### src/rtl/state_sequencer.sv
// -----------------------------------------------------------------------------
// state_sequencer
//
// Purpose:
//   Registers the 5-bit next-state code from the control-unit encoder and
//   decodes the registered code into one-hot control strobes. It also owns
//   the memory request/acknowledge handshake, holding the current state while
//   memory is busy.
//
// Optional feature:
//   MEM_TIMEOUT_EN - when defined, a memory wait longer than TIMEOUT held
//   cycles forces the sequencer back to CLR and sets timeout_err. When
//   undefined, waits are unbounded and timeout_err is tied low.
//
// Ports:
//   clk          in   system clock, rising edge
//   clr_n        in   asynchronous active-low reset
//   next_state   in   next-state code from the encoder (CODE_W)
//   run          in   leave CLR when high
//   halt         in   freeze in the current non-memory state
//   mem_ack      in   memory completes the current request
//   st_clr       out  one-hot CLR strobe
//   st_fetch1    out  one-hot FETCH1 strobe
//   st_fetch2    out  one-hot FETCH2 strobe
//   st_ld1       out  one-hot LD1 strobe
//   st_st1       out  one-hot ST1 strobe
//   exec_valid   out  current state is an execute routine
//   exec_op      out  execute routine index (cur_state[3:0])
//   mem_req      out  memory request (FETCH1, LD1, ST1)
//   mem_wr       out  write qualifier (ST1)
//   cur_state    out  registered state code (CODE_W)
//   instr_count  out  retired-instruction count (CNT_W)
//   illegal_err  out  sticky illegal-code flag
//   timeout_err  out  sticky memory-timeout flag
//
// Handshake: mem_req is a Moore output asserted for the whole time the state
// is a memory state. The request completes on the first rising edge where
// mem_ack=1; mem_ack is ignored in every other state, and halt is ignored
// while a request is outstanding.
// -----------------------------------------------------------------------------
module state_sequencer #(
    parameter int CODE_W  = 5,
    parameter int CNT_W   = 16,
    parameter int TIMEOUT = 15
) (
    input  logic              clk,
    input  logic              clr_n,
    input  logic [CODE_W-1:0] next_state,
    input  logic              run,
    input  logic              halt,
    input  logic              mem_ack,
    output logic              st_clr,
    output logic              st_fetch1,
    output logic              st_fetch2,
    output logic              st_ld1,
    output logic              st_st1,
    output logic              exec_valid,
    output logic [3:0]        exec_op,
    output logic              mem_req,
    output logic              mem_wr,
    output logic [CODE_W-1:0] cur_state,
    output logic [CNT_W-1:0]  instr_count,
    output logic              illegal_err,
    output logic              timeout_err
);

    localparam logic [4:0] S_CLR    = 5'b10000;
    localparam logic [4:0] S_FETCH1 = 5'b10001;
    localparam logic [4:0] S_FETCH2 = 5'b10100;
    localparam logic [4:0] S_LD1    = 5'b10010;
    localparam logic [4:0] S_ST1    = 5'b10011;

    logic [CODE_W-1:0] r_state;
    logic [CNT_W-1:0]  r_count;
    logic              r_illegal;

    logic              w_is_mem;
    logic              w_mem_wait;
    logic              w_hold;
    logic              w_next_illegal;
    logic              w_timeout;
    logic [CODE_W-1:0] w_next;
    logic              w_set_illegal;

    // Codes 10000..10100 are either named states or unused gaps; only the
    // gaps 10101..11111 are rejected. EXEC codes (MSB=0) are always legal.
    assign w_next_illegal = next_state[4] && (next_state[3:0] > 4'b0100);

    assign w_is_mem   = (r_state == S_FETCH1) || (r_state == S_LD1) ||
                        (r_state == S_ST1);
    assign w_mem_wait = w_is_mem && !mem_ack;

    // Priority: memory wait, CLR without run, halt.
    assign w_hold = w_mem_wait ||
                    ((r_state == S_CLR) && !run) ||
                    halt && !w_is_mem;

`ifdef MEM_TIMEOUT_EN
    localparam int WAIT_W = $clog2(TIMEOUT + 1);
    logic [WAIT_W-1:0] r_wait;
    logic              r_timeout;

    // The counter only runs while a request is being held, so it is already
    // zero on entry to the next memory state.
    assign w_timeout = w_mem_wait && (r_wait == WAIT_W'(TIMEOUT));

    always_ff @(posedge clk or negedge clr_n) begin
        if (!clr_n) begin
            r_wait    <= '0;
            r_timeout <= 1'b0;
        end else begin
            if (w_mem_wait && !w_timeout) begin
                r_wait <= r_wait + 1'b1;
            end else begin
                r_wait <= '0;
            end
            if (w_timeout) begin
                r_timeout <= 1'b1;
            end
        end
    end

    assign timeout_err = r_timeout;
`else
    assign w_timeout   = 1'b0;
    assign timeout_err = 1'b0;
`endif

    always_comb begin
        w_next        = r_state;
        w_set_illegal = 1'b0;
        if (w_timeout) begin
            w_next = S_CLR;
        end else if (w_hold) begin
            w_next = r_state;
        end else if (w_next_illegal) begin
            w_next        = S_CLR;
            w_set_illegal = 1'b1;
        end else begin
            w_next = next_state;
        end
    end

    always_ff @(posedge clk or negedge clr_n) begin
        if (!clr_n) begin
            r_state   <= S_CLR;
            r_count   <= '0;
            r_illegal <= 1'b0;
        end else begin
            r_state <= w_next;
            // An instruction retires when the sequencer moves out of FETCH2.
            if ((r_state == S_FETCH2) && (w_next != S_FETCH2)) begin
                r_count <= r_count + 1'b1;
            end
            if (w_set_illegal) begin
                r_illegal <= 1'b1;
            end
        end
    end

    // Moore decode of the registered state only.
    assign st_clr      = (r_state == S_CLR);
    assign st_fetch1   = (r_state == S_FETCH1);
    assign st_fetch2   = (r_state == S_FETCH2);
    assign st_ld1      = (r_state == S_LD1);
    assign st_st1      = (r_state == S_ST1);
    assign exec_valid  = !r_state[4];
    assign exec_op     = r_state[3:0];
    assign mem_req     = w_is_mem;
    assign mem_wr      = (r_state == S_ST1);
    assign cur_state   = r_state;
    assign instr_count = r_count;
    assign illegal_err = r_illegal;

endmodule

### config.mk
export PLATFORM = sky130hd
export DESIGN_NAME = state_sequencer
export DESIGN_NICKNAME = d
export VERILOG_FILES = /design/src/rtl/state_sequencer.sv
export SDC_FILE = /design/constraint.sdc
export NUM_CORES = 1
export LEC_CHECK = 0
export BUFFER_PORTS_ARGS = -buffer_cell sky130_fd_sc_hd__buf_2
export CAP_MARGIN = 10
export CORE_MARGIN = 10
export CORE_UTILIZATION = 32
export DETAILED_ROUTE_END_ITERATION = 6
export PLACE_DENSITY = 0.65
export SKIP_CTS_REPAIR_TIMING = 1
export SYNTH_ARGS = -nofsm -noshare
export SYNTH_HDL_FRONTEND = slang
export SYNTH_SLANG_ARGS = --single-unit
### constraint.sdc
create_clock -name clk -period 3.5 [get_ports clk]
set_input_delay 0 -clock clk [delete_from_list [all_inputs] [get_ports clk]]
set_output_delay 0 -clock clk [all_outputs]
set_load 0.05 [all_outputs]
==> run_results.csv <==
group,metric,value,unit
run_status,status,"finished clean",
logic_synthesis,synthFlopType,"dfrtp_1",
run,cap_violations,0,
clocking,cts_tree,"built",
setup_path,worstPathMaxFanout,6,
power,p_leak,0.823,nW
die,core,3740,sq um
timing,rsz0062_at_grt,"false",
logic_synthesis,synth_compound_area_share,6.11,%
power,vdd.ir_drop.worst,0.000648,V
clocking,clk_pin_slew,0.07,ns
logic_synthesis,synthCells,109,
power,p_per_area,745,nW/um^2
die,rows,22,
timing,fin_ws,1.61,ns
final_layout,areaGrowthSynthToFinish,21.1,%
min_path,hold_class,"input pin to register",
final_layout,fin_util,41.1,%
logic_synthesis,synth-seq-cells,22,
detailed_routing,initialDrtViolationCount,57,
detailed_routing,wl_per_cell,15.2,microns
die,io_pins,45,
setup_path,cp-start-kind,"register",
global_route,gr-usage-all-layers,8.37,%
timing,period_needed,1.89,ns
setup_path,rrSetupSlack,1.62,ns
clocking,clk_latency,0.26,ns
timing,finalSetupViolations,0,
placement,place_congestion,0.767,
setup_path,critPathKind,"register to output port",
clocking,cts_buffers,3,
logic_synthesis,postSynthAreaPerCell,11.7,sq um
logic_synthesis,ys_top_cells_by_count,"21 x dfrtp_1, 15 x xor2_1, 8 x nand2_1, 8 x nor3_1, 6 x buf_4",
detailed_routing,viasPerCell,4.93,
placement,port-buffer-count,43,
setup_path,cp.arrival,1.89,ns
logic_synthesis,synth_largest_area_cell,"dfrtp_1",
logic_synthesis,mappedNetlistArea,1270,sq um
final_layout,fin_area,1540,sq um
final_layout,final_layout_size_suffix_gt1_share,43.9,%
timing,relSlewSlack,37.1,%
global_route,grt_pass1_vias,1048,
placement,dp_hpwl,2330,microns
die,dieWidth,83.0,microns
timing,worst_pin_slew,0.937,ns
timing,finalCritPeriodShare,54.0,%
final_layout,nets,160,
detailed_routing,final_antenna_net_count,0,
logic_synthesis,synth_top_family_by_area,"simple AND/OR/NAND/NOR gates",
logic_synthesis,synth_edf_count,0,
clocking,clockBufferDepth,2,
global_route,antenna_found_initial,0,
logic_synthesis,yosysMostFrequentCell,"dfrtp_1",
logic_synthesis,ys_seq_area_share,43.4,%
setup_path,required,3.50,ns
timing,skew,0.00452,ns
detailed_routing,dr.pass1.iters,4,
placement,placedInstanceArea,1470,sq um
logic_synthesis,netlist.area_leader.share,41.4,%
timing,fmax,0.530,GHz
logic_synthesis,ys_warn_count,0,
final_layout,n_antenna_cell,0,
timing,finalHoldViolCount,0,
timing,finalSetupTns,0,ns
clocking,htreeDepth,1,
detailed_routing,num_vias,966,
placement,dp_slack,1.62,ns
timing,hold_slack,0.0253,ns
logic_synthesis,syn_nets,120,
clocking,clkSinkCount,22,
final_layout,final.fill_count,393,
final_layout,seq_area,552,sq um
timing,slew_violations,0,
final_layout,multiInputGateArea,631,sq um
global_route,grt_pass1_wl,4880,microns
global_route,grt_overflow_total,0,
detailed_routing,drc,0,
logic_synthesis,synth-async-reset-ratio,100,%
die,design.die.area,6890,sq um
setup_path,cp-end-kind,"output port",
logic_synthesis,synth_fa_ha_area_share,0.985,%
global_route,grt_start_max_net_pins,23,
logic_synthesis,synth_simple_gate_area_share,27.1,%
logic_synthesis,ys_top_cells_by_area,"dfrtp_1 41%, xor2_1 10%, nor4_2 4.9%",
logic_synthesis,synth_xor_area_share,10.3,%
clocking,root_buffer,"clkbuf_8",
die,start_util,33.9,%
detailed_routing,drt_wl_total,2980,microns
logic_synthesis,synthMuxAreaShare,4.83,%
logic_synthesis,ys_types,36,
die,die_h,83.0,microns
==> stage by stage <==
stage	total power [mW]	cells
final	1.15	196
after global routing	1.20	196
after CTS	1.16	195
after detailed placement	0.974	191
after global placement	0.966	191
after floorplan	0.871	109
==> power by group <==
group | internal (mW) | switching [mW] | leakage, nW | total [mW]
clock | 0.100 | 0.0802 | 0.0288 | 0.180
combinational | 0.146 | 0.454 | 0.503 | 0.600
sequential | 0.297 | 0.0682 | 0.291 | 0.365
total | 0.543 | 0.602 | 0.823 | 1.15
==> registers in the layout, indices dropped and copies added, names as in the netlist <==
signal	cells
cur_state	5
illegal_err	1
instr_count	16
==> placed cells by master (no fill, tap or decap), drive strengths merged, types with 2 or more instances in the layout <==
cell,synthesis,routed
nand4,6,6
dfrtp,21,21
mux2i,2,2
nor4b,3,3
nand2,8,8
nor3,8,8
nand3,2,2
o21ai,2,2
clkbuf,0,4
nor4,6,6
mux2,3,3
nor3b,2,2
inv,4,4
buf,9,43
xor2,15,15
nor2,4,4
==> path summary, 6_finish.rpt <==
check / from / end / cells past startpoint
max in group asynchronous: clr_n / cur_state[4] / 2
setup / recovery: cur_state[4] / mem_wr / 3
hold reg to reg: instr_count[15] / instr_count[15] / 1
setup reg to reg: cur_state[4] / instr_count[5] / 4
hold / removal: next_state[2] / cur_state[2] / 2
min in group asynchronous: clr_n / instr_count[13] / 2
==> critical path, stage by stage (launching register included) <==
cell,delay (ns)
dfstp_2,0.58
or3b_1,0.50
nor3_1,0.24
buf_2,0.31
==> logic make-up (layout without fill, tap and decap cells) <==
kind of cell	Yosys count	count (layout)
flops	22	22
other cells	1	1
fa+ha+maj	1	1
xor+xnor	15	15
compound gates	7	7
buf+inv	13	52
simple gates	45	45
mux	5	5
==> layer usage <==
| layer | GRT usage [%] | vias to the layer above | share of wire, % |
|---|---|---|---|
| li1 | - | 455 | - |
| met4 | 2.31 | 0 | 0.77 |
| met5 | 0 | - | 0 |
| met2 | 12.2 | 44 | 41 |
| met3 | 4.59 | 2 | 9.8 |
| met1 | 10.3 | 465 | 48 |
==> final cells by class <==
type	instances	share of cell area (%)
multi-input cells	74	41.0
flip-flops and latches	22	35.9
repair buffers	44	14.6
well taps	48	3.91
clock buffers	4	3.58
inverters	4	0.976
Note: power is estimated with default switching activity, not from simulation.
